==> src/rtl/mips_pkg.sv <==
// Shared constants for the single-cycle MIPS execute stage: ALU-control codes,
// main-control alu_op encodings, R-type funct codes and the default reset PC.
package mips_pkg;

  typedef enum logic [2:0] {
    ALU_AND = 3'b000,
    ALU_OR  = 3'b001,
    ALU_ADD = 3'b010,
    ALU_SUB = 3'b110,
    ALU_SLT = 3'b111
  } alu_ctrl_e;

  // alu_op 11 is not produced by main control today but decodes as subtract
  typedef enum logic [1:0] {
    ALUOP_ADD     = 2'b00,
    ALUOP_SUB     = 2'b01,
    ALUOP_RTYPE   = 2'b10,
    ALUOP_SUB_ALT = 2'b11
  } alu_op_e;

  localparam logic [3:0] FUNCT_ADD = 4'b0000;
  localparam logic [3:0] FUNCT_SUB = 4'b0010;
  localparam logic [3:0] FUNCT_AND = 4'b0100;
  localparam logic [3:0] FUNCT_OR  = 4'b0101;
  localparam logic [3:0] FUNCT_SLT = 4'b1010;

  localparam logic [31:0] PC_RESET_DEFAULT = 32'h0000_0000;

  function automatic logic sub_overflow(input logic [31:0] a, input logic [31:0] b,
                                        input logic [31:0] diff);
    return (a[31] != b[31]) && (diff[31] != a[31]);
  endfunction

endpackage

==> src/rtl/mips_alu_core.sv <==
// Combinational 32-bit ALU with zero flag; the overflow output exists only
// when ALU_OVERFLOW_EN is defined.
module mips_alu_core
  import mips_pkg::*;
(
  input  logic [2:0]  alu_ctrl,
  input  logic [31:0] a,
  input  logic [31:0] b,
`ifdef ALU_OVERFLOW_EN
  output logic        overflow,
`endif
  output logic [31:0] result,
  output logic        zero
);

  logic [31:0] sum;
  logic [31:0] diff;
  logic        ovf_sub;
  logic        less;

  assign sum     = a + b;
  assign diff    = a - b;
  assign ovf_sub = sub_overflow(a, b, diff);
  // Sign of the difference corrected by overflow gives a true signed compare
  assign less    = diff[31] ^ ovf_sub;

  always_comb begin
    result = 32'h0000_0000;
    case (alu_ctrl)
      ALU_AND: result = a & b;
      ALU_OR:  result = a | b;
      ALU_ADD: result = sum;
      ALU_SUB: result = diff;
      ALU_SLT: result = {31'b0, less};
      default: result = 32'h0000_0000;
    endcase
  end

  assign zero = (result == 32'h0000_0000);

`ifdef ALU_OVERFLOW_EN
  logic ovf_add;
  assign ovf_add = (a[31] == b[31]) && (sum[31] != a[31]);

  always_comb begin
    overflow = 1'b0;
    case (alu_ctrl)
      ALU_ADD: overflow = ovf_add;
      ALU_SUB: overflow = ovf_sub;
      default: overflow = 1'b0;
    endcase
  end
`endif

endmodule

==> src/rtl/mips_alu_datapath.sv <==
// Execute-stage core: ALU-control decode, ALU, PC adders and the PC register.
// Define ALU_OVERFLOW_EN to add the signed-overflow output.
module mips_alu_datapath
  import mips_pkg::*;
#(
  parameter logic [31:0] RESET_PC = PC_RESET_DEFAULT
) (
  input  logic        clk,
  input  logic        rst_n,
  input  logic [1:0]  alu_op,
  input  logic [5:0]  funct,
  input  logic [31:0] src_a,
  input  logic [31:0] src_b,
  input  logic        branch,
  input  logic [31:0] branch_offset,
  output logic [2:0]  alu_ctrl,
  output logic [31:0] alu_result,
  output logic        zero,
  output logic [31:0] pc,
  output logic [31:0] pc_plus4,
`ifdef ALU_OVERFLOW_EN
  output logic        overflow,
`endif
  output logic [31:0] branch_target
);

  logic [31:0] pc_next;
  logic        unused_funct_hi;

  // Only funct[3:0] distinguishes the supported R-type operations
  assign unused_funct_hi = ^funct[5:4];

  always_comb begin
    alu_ctrl = ALU_ADD;
    case (alu_op)
      ALUOP_ADD:               alu_ctrl = ALU_ADD;
      ALUOP_SUB, ALUOP_SUB_ALT: alu_ctrl = ALU_SUB;
      ALUOP_RTYPE: begin
        case (funct[3:0])
          FUNCT_ADD: alu_ctrl = ALU_ADD;
          FUNCT_SUB: alu_ctrl = ALU_SUB;
          FUNCT_AND: alu_ctrl = ALU_AND;
          FUNCT_OR:  alu_ctrl = ALU_OR;
          FUNCT_SLT: alu_ctrl = ALU_SLT;
          default:   alu_ctrl = ALU_ADD;
        endcase
      end
      default: alu_ctrl = ALU_ADD;
    endcase
  end

  mips_alu_core u_alu_core (
    .alu_ctrl (alu_ctrl),
    .a        (src_a),
    .b        (src_b),
`ifdef ALU_OVERFLOW_EN
    .overflow (overflow),
`endif
    .result   (alu_result),
    .zero     (zero)
  );

  // The word-offset shift discards branch_offset[31:30]; all adds wrap
  assign pc_plus4      = pc + 32'd4;
  assign branch_target = pc_plus4 + (branch_offset << 2);
  assign pc_next       = (branch && zero) ? branch_target : pc_plus4;

  always_ff @(posedge clk) begin
    if (!rst_n) begin
      pc <= RESET_PC;
    end else begin
      pc <= pc_next;
    end
  end

endmodule

==> config.mk <==
export PLATFORM = sky130hd
export DESIGN_NAME = mips_alu_datapath
export DESIGN_NICKNAME = d
export VERILOG_FILES = /design/src/rtl/mips_pkg.sv /design/src/rtl/mips_alu_core.sv /design/src/rtl/mips_alu_datapath.sv
export SDC_FILE = /design/constraint.sdc
export NUM_CORES = 1
export LEC_CHECK = 0
export CAP_MARGIN = 25
export CORE_MARGIN = 1.5
export CORE_UTILIZATION = 45
export CTS_CLUSTER_DIAMETER = 100
export CTS_CLUSTER_SIZE = 16
export DETAILED_ROUTE_END_ITERATION = 7
export GPL_TIMING_DRIVEN = 0
export PLACE_DENSITY_LB_ADDON = 0.25
export SYNTH_ARGS = -nofsm -noshare
export SYNTH_HDL_FRONTEND = slang
export SYNTH_HIERARCHICAL = 1
export SYNTH_SLANG_ARGS = --single-unit
==> constraint.sdc <==
create_clock -name clk -period 14.3 [get_ports clk]
set_clock_uncertainty 0.1 [all_clocks]
set_input_delay 3.575 -clock clk [delete_from_list [all_inputs] [get_ports clk]]
set_output_delay 3.575 -clock clk [all_outputs]
set_load 0.1 [all_outputs]
=== Word-level counts from Yosys, hierarchy flattened ===
Cells that the tools add are included.

* Word-level logic and storage cells: 31
* Bits of input ports: 107
* Register bits: 32

* Multiplexer cells: 4
* Bitwise logic cells: 3
* Add/subtract/negate cells: 4
* Reduce and logical (&&, ||, !) cells: 6
* Equality and inequality tests: 13

{| class="wikitable"
|+ Operator list
! cell !! number
|-
| one-hot mux 32 bit (5 select lines) || 1
|-
| adder 32 bit || 2
|-
| adder 32 x 3 -> 32 bit, second input constant || 1
|-
| AND 32 bit || 1
|-
| logical NOT 32 bit || 1
|-
| 2-to-1 mux 32 bit || 1
|-
| bitwise OR 32 bit || 1
|-
| subtractor 32 bit || 1
|-
| one-hot mux 3 bit (4 select lines) || 1
|-
| one-hot mux 3 bit (3 select lines) || 1
|-
| == test 4 x 3 -> 1 bit, second input constant || 2
|-
| == test 3 bit, second input constant || 2
|-
| == test 2 bit, second input constant || 2
|-
| == test 4 x 2 -> 1 bit, second input constant || 1
|-
| == test 4 bit, second input constant || 1
|-
| == test 3 x 1 -> 1 bit, second input constant || 1
|-
| == test 3 x 2 -> 1 bit, second input constant || 1
|-
| logical NOT 3 bit || 1
|-
| == test 2 x 1 -> 1 bit, second input constant || 1
|-
| logical AND 1 bit || 2
|-
| logical NOT 2 bit || 1
|-
| inequality test 1 bit || 2
|-
| OR reduction 2 bit || 1
|-
| XOR 1 bit || 1
|}

=== Depth between registers and ports, before layout ===
* Word-level depth: 8
* Mapped depth: 29
* Depth with buffers taken out: 28

=== Cells and area by module ===
The synthesis kept the hierarchy.

{| class="wikitable"
|+ By module, submodules not included
! module !! cells an instance !! sequential area each (um^2) !! area an instance (um^2) !! instances
|-
| mips_alu_core || 808 || 0.0 || 5315.1 || 1
|-
| mips_alu_datapath || 442 || 600.6 || 3453.3 || 1
|}

=== Worst setup path before layout ===
OpenSTA, ideal clock, no wires.

* Path kind: input-to-output
* Start point: input port funct[0]
* End point: output port zero
* Path slack: -1.341 ns
* Data arrival time: 11.966 ns
* Data required time: 10.625 ns
* Cell stages on the path: 14
* Buffers on the path: 2
* Cell sequence: nor3b_1 > a22oi_1 > nor3b_1 > buf_2 > clkinv_1 > buf_1 > nand2_1 > o21ai_0 > or4_1 > or4_1 > or4_1 > nor4_1 > nand3_1 > nor4_2

* Cells in the longest elaborated chain, start to end: 6
* Elaborated cells on any way between the ends: 13

{| class="wikitable"
|+ RTL lines
! item !! line !! source
|-
| from (decl) || mips_alu_datapath.sv:11 || <nowiki>input logic [5:0] funct,</nowiki>
|-
| == test 4 bit, or another cell as far along || mips_alu_datapath.sv:39 || <nowiki>case (funct[3:0])</nowiki>
|-
| one-hot mux 3 bit (4 select lines) (*) || mips_alu_datapath.sv:39 ||
|-
| one-hot mux 3 bit (3 select lines) (*) || mips_alu_datapath.sv:35 || <nowiki>case (alu_op)</nowiki>
|-
| net alu_ctrl[0] || mips_alu_datapath.sv:16 || <nowiki>output logic [2:0] alu_ctrl,</nowiki>
|-
| == test 3 bit, or another cell as far along || mips_alu_core.sv:29 || <nowiki>case (alu_ctrl)</nowiki>
|-
| one-hot mux 32 bit (5 select lines) (*) || mips_alu_core.sv:29 ||
|-
| net alu_result[1] || mips_alu_datapath.sv:17 || <nowiki>output logic [31:0] alu_result,</nowiki>
|-
| logical NOT 32 bit (*) || mips_alu_core.sv:39 || <nowiki>assign zero = (result == 32'h0000_0000);</nowiki>
|-
| to (decl) || mips_alu_datapath.sv:18 || <nowiki>output logic zero,</nowiki>
|}

The timed path passes the listed nets; every way through them passes the cells marked *.

=== Worst setup path in the final report ===
* Start point: input port src_a[3]
* End point: output port zero

* Cells in the longest elaborated chain, start to end: 6
* Elaborated cells on any way between the ends: 9

{| class="wikitable"
|+ RTL lines
! item !! line !! source
|-
| from (decl) || mips_alu_datapath.sv:12 || <nowiki>input logic [31:0] src_a,</nowiki>
|-
| subtractor 32 bit || mips_alu_core.sv:22 || <nowiki>assign diff = a - b;</nowiki>
|-
| inequality test 1 bit || mips_pkg.sv:31 || <nowiki>return (a[31] != b[31]) && (diff[31] != a[31]);</nowiki>
|-
| logical AND 1 bit || mips_pkg.sv:31 ||
|-
| XOR 1 bit || mips_alu_core.sv:25 || <nowiki>assign less = diff[31] ^ ovf_sub;</nowiki>
|-
| one-hot mux 32 bit (5 select lines) (*) || mips_alu_core.sv:29 ||
|-
| logical NOT 32 bit (*) || mips_alu_core.sv:39 ||
|}

Mark *: on every way between the ends. The rest lies on a longest branch, timed or not.

==> impl.org <==
** Status
- The run finished with clean final reports.

** Detailed routing
- For this block, the via count after detailed routing is between 10000 and 15000.
- DRC violations left :: 0
- DR pass1 iterations :: 5
- Number of vias per cell :: 6.00
- The detailed router finished its first iteration with 931 violations.
- In the final routed layout, each cell accounts on average for 18.9 um.
- After detailed routing, the total wire length is ~33000 um.
- The count of nets left with antenna violations once routing finished came out at 0.

** Power
- Switching power as a share of total power :: roughly 60%
- In this run the power spent charging and discharging nets is 0.451 mW.
- P per Cell Area :: 65.7 mW/mm^2
- Total power draw :: 0.766 mW
- Peak ir drop on the vdd network :: slightly below 0.07 mV
- Design internal power :: 0.315 mW
- Leakage component of the power :: between 5 and 6 nW
- Portion of total power attributed to sequential cells :: around 11%
- Clock power frac :: 12.7%
- Combinational logic is responsible for 76.1% of the overall power.

** Yosys
- For this run, the number of Yosys warnings is 6.
- Register bit count reported by yosys :: 30
- After synthesis the cells add up to 0.00877 sq mm.
- Synthesis instantiated 92 different standard cells from the library.
- Fraction of the yosys area taken by sequential cells :: 6.85%
- Counting flops with an async set or reset pin after synthesis yields a share of 0%.
- Syn_area_per_cell :: between 7 and 8 sq um
- Number of enable-type register cells in the synthesized netlist :: 0
- Among all flip-flop cells after synthesis, the most frequent one is sky130_fd_sc_hd__dfxtp_1.
- After technology mapping, the gate count stands at 1250.

** Global routing
- The number of antenna violations at the first check in global routing came to 2.
- Summed over all layers, the global routing overflow is 0.
- The first global-routing pass estimated 50800 um of wire.
- Maximum number of pins on one net before global-route repair :: 11
- Via count of the first global-routing pass :: approximately 9800
- GR Util All Layers :: 31.5%

** Floorplan
- Area of the core :: 0.0189 sq mm
- The die is between 100 and 150 um wide.
- Vert. Die Dim :: 143 um
- The die covers 0.0203 sq mm.
- ~240 I/O pins were placed.
- For this configuration, the core starts out at a cell density of a little under half.
- Number of placement rows :: 50

** Critical path
- Family of cells with the greatest summed delay on the critical path :: simple AND/OR/NAND/NOR gates
- The worst setup path is of the in -> out kind.
- Data arrival time at the worst-slack endpoint :: 10.42 ns
- In this design, the stage delay of the slowest critical-path cell is 0.54 ns.
- Maximum fanout encountered on the critical timing path :: 8
- STA classifies the critical path endpoint as an output port.
- The slowest stage of the critical path is the sky130_fd_sc_hd__clkdlybuf4s50_1 cell.
- The cell that appears most often on the critical path is sky130_fd_sc_hd__or4_4.
- Worst Path Required :: 10.62 ns
- Number of buffer and inverter instances along the worst setup path :: 4
- Launching element type of the critical path :: primary input

** Clock network
- Root Buffer :: sky130_fd_sc_hd__clkbuf_16
- In this run the deepest clock path goes through 2 buffers.
- Clock-pin slew was measured on the worst setup and hold paths at 0.05 ns.
- Hold buffers post-CTS :: 0
- Clock tree from TritonCTS :: yes
- Total number of clock tree sinks :: 30
- Htree depth :: 2
- Clock insertion delay at the later pin of the skew report :: ~0.28 ns
- Number of buffers inserted during clock tree synthesis :: 5

** STA
- Setup violations remaining at the end of the flow were counted as 0.
- The worst pin sits at a relative slew slack of 30.7%.
- The total count of hold-check failures in the final report came to 0.
- For this run, the top clock speed supported by timing is approximately 71 MHz.
- Dividing the final minimum period by the clock period gives 98.6%.
- The number of pins with negative max-slew slack in the final report is 0.
- Time the final worst path needs with I/O delays and setup :: roughly 14 ns
- Setup repair after global routing left no endpoint under its margin.
- Worst Max-Slew Pin Slew :: 1.04 ns

** Finish
- Most frequent standard cell in the layout excluding fill and tap cells :: sky130_fd_sc_hd__clkdlybuf4s50_1
- The largest registers in the layout are pc: 30 flops.
- The register with the most flip-flops in the final layout is pc.
- Finished Core Util :: about three fifths
- The top cell types in the final layout, fill and taps aside, are sky130_fd_sc_hd__clkdlybuf4s50_1, sky130_fd_sc_hd__ha_1, sky130_fd_sc_hd__inv_1.
- Layout net count :: 1740
- Layout overhead on the synthesized area :: 33.0%
- Number of flip-flops under the largest register name :: 30
- Cells with a size suffix above 1 make up 4.44% of the layout.

** Placed design
- IO buf count :: 227
- The HPWL after detailed placement is 27500 um.
- Routability-driven placement finished with a final weighted congestion of 1.03.

** Flow run
- Max-cap viol count :: 0

** Min path
- The tightest min-delay check is of the reg -> reg type.
## logic make-up after synthesis
| family | synth area share (%) |
|---|---|
| compound gates | 32.5 |
| xor+xnor | 7.29 |
| fa+ha+maj | 21.0 |
| buf+inv | 8.36 |
| flops | 6.85 |
| mux | 1.40 |
| other cells | 0.0428 |
| simple gates | 22.5 |
## Yosys cell counts, types with 7 or more instances
library cell               instances  area share [%]
sky130_fd_sc_hd__a211o_1           7            0.70
sky130_fd_sc_hd__a211oi_1         14             1.2
sky130_fd_sc_hd__a21o_1           36             3.1
sky130_fd_sc_hd__a21oi_1         106             6.1
sky130_fd_sc_hd__a22o_1            9            0.90
sky130_fd_sc_hd__a31oi_1          10            0.71
sky130_fd_sc_hd__and2_1            8            0.57
sky130_fd_sc_hd__and3_1           16             1.1
sky130_fd_sc_hd__and4_1            8            0.80
sky130_fd_sc_hd__buf_1             8            0.34
sky130_fd_sc_hd__buf_2             9            0.51
sky130_fd_sc_hd__clkbuf_1         46             2.0
sky130_fd_sc_hd__dfxtp_1          30             6.8
sky130_fd_sc_hd__ha_1            141              20
sky130_fd_sc_hd__inv_1           111             4.8
sky130_fd_sc_hd__mux2i_1          10             1.1
sky130_fd_sc_hd__nand2_1          97             4.2
sky130_fd_sc_hd__nand2b_1         13            0.93
sky130_fd_sc_hd__nand3_1          35             2.0
sky130_fd_sc_hd__nand4_1          24             1.7
sky130_fd_sc_hd__nor2_1          111             4.8
sky130_fd_sc_hd__nor2b_1           8            0.57
sky130_fd_sc_hd__nor3_1           31             1.8
sky130_fd_sc_hd__nor4_1           12            0.86
sky130_fd_sc_hd__o211ai_1         23             2.0
sky130_fd_sc_hd__o21a_1            9            0.77
sky130_fd_sc_hd__o21ai_0          51             2.9
sky130_fd_sc_hd__o21bai_1         15             1.3
sky130_fd_sc_hd__o22ai_1          11            0.78
sky130_fd_sc_hd__o31a_1            8            0.80
sky130_fd_sc_hd__o31ai_1          18             1.5
sky130_fd_sc_hd__or3_1            10            0.71
sky130_fd_sc_hd__xnor2_1          55             5.5
sky130_fd_sc_hd__xor2_1           18             1.8
## power by group through the flow
stage	logic (mW)	clock network [mW]	registers [mW]
global route	0.613	0.100	0.0859
floorplan	0.414	0	0.0922
finish	0.583	0.0973	0.0858
detailed placement	0.570	0	0.0874
CTS	0.576	0.0966	0.0858
global placement	0.570	0	0.0873
## layer usage
| layer | GRT usage, % | vias to the layer above | wire length (um) |
|---|---|---|---|
| li1 | - | 5016 | - |
| met1 | 39.3 | 4817 | 13500 |
| met2 | 54.4 | 568 | 15300 |
| met3 | 4.17 | 87 | 3070 |
| met4 | 13.3 | 2 | 1200 |
| met5 | 0 | - | 9 |
## layout make-up
type	count	area, sq um
antenna	1	2.50
buffer	69	304
clock buffer	7	133
multi-input combinational	1041	7570
sequential	30	601
timing repair buffer	228	2300
fill	1824	7230
inverter	113	424
tap	260	325
## worst reg2reg max path, stage by stage, from the launching register on
cell and delay, ns:
sky130_fd_sc_hd__dfxtp_1 0.42, sky130_fd_sc_hd__and4_1 0.21, sky130_fd_sc_hd__buf_2 0.18, sky130_fd_sc_hd__and3_1 0.17, sky130_fd_sc_hd__buf_2 0.16, sky130_fd_sc_hd__and4_1 0.31
sky130_fd_sc_hd__and2_1 0.24, sky130_fd_sc_hd__xor2_1 0.37, sky130_fd_sc_hd__ha_1 0.37, sky130_fd_sc_hd__a21o_1 0.20, sky130_fd_sc_hd__a21o_1 0.18, sky130_fd_sc_hd__a21oi_1 0.16
sky130_fd_sc_hd__o311ai_1 0.19, sky130_fd_sc_hd__a311o_1 0.40, sky130_fd_sc_hd__a31oi_1 0.24, sky130_fd_sc_hd__xnor2_1 0.15, sky130_fd_sc_hd__a22o_1 0.22
## final timing paths
kind | slack [ns] | cells past startpoint | startpoint | end
worst min-delay path | 0.53 | 3 | pc[31]$_SDFF_PN0_ | pc[31]$_SDFF_PN0_
worst max register to register | 9.91 | 16 | pc[4]$_SDFF_PN0_ | pc[30]$_SDFF_PN0_
worst max-delay path | 0.20 | 25 | src_a[3] | zero
worst min register to register | 0.53 | 3 | pc[31]$_SDFF_PN0_ | pc[31]$_SDFF_PN0_
## stage by stage
stage	hold WS (ns)	cells	setup slack (ns)	TNS, ns	area [sq um]
after floorplan	0.946	1255	0.0398	0	8830
after global placement	0.511	1742	-1.33	-1.33	11400
after detailed placement	0.520	1742	-1.32	-1.32	11400
after CTS	0.531	1750	0.0101	0	11600
after global routing	0.571	1748	0.0154	0	11700
final	0.530	1749	0.202	0	11700
## repair_timing
action,CTS,global route
endpoints found under the setup margin,1,1
buffers inserted,1,0
pin swaps,2,10
resized for setup,12,18
Power figures use the tool's default switching activity.
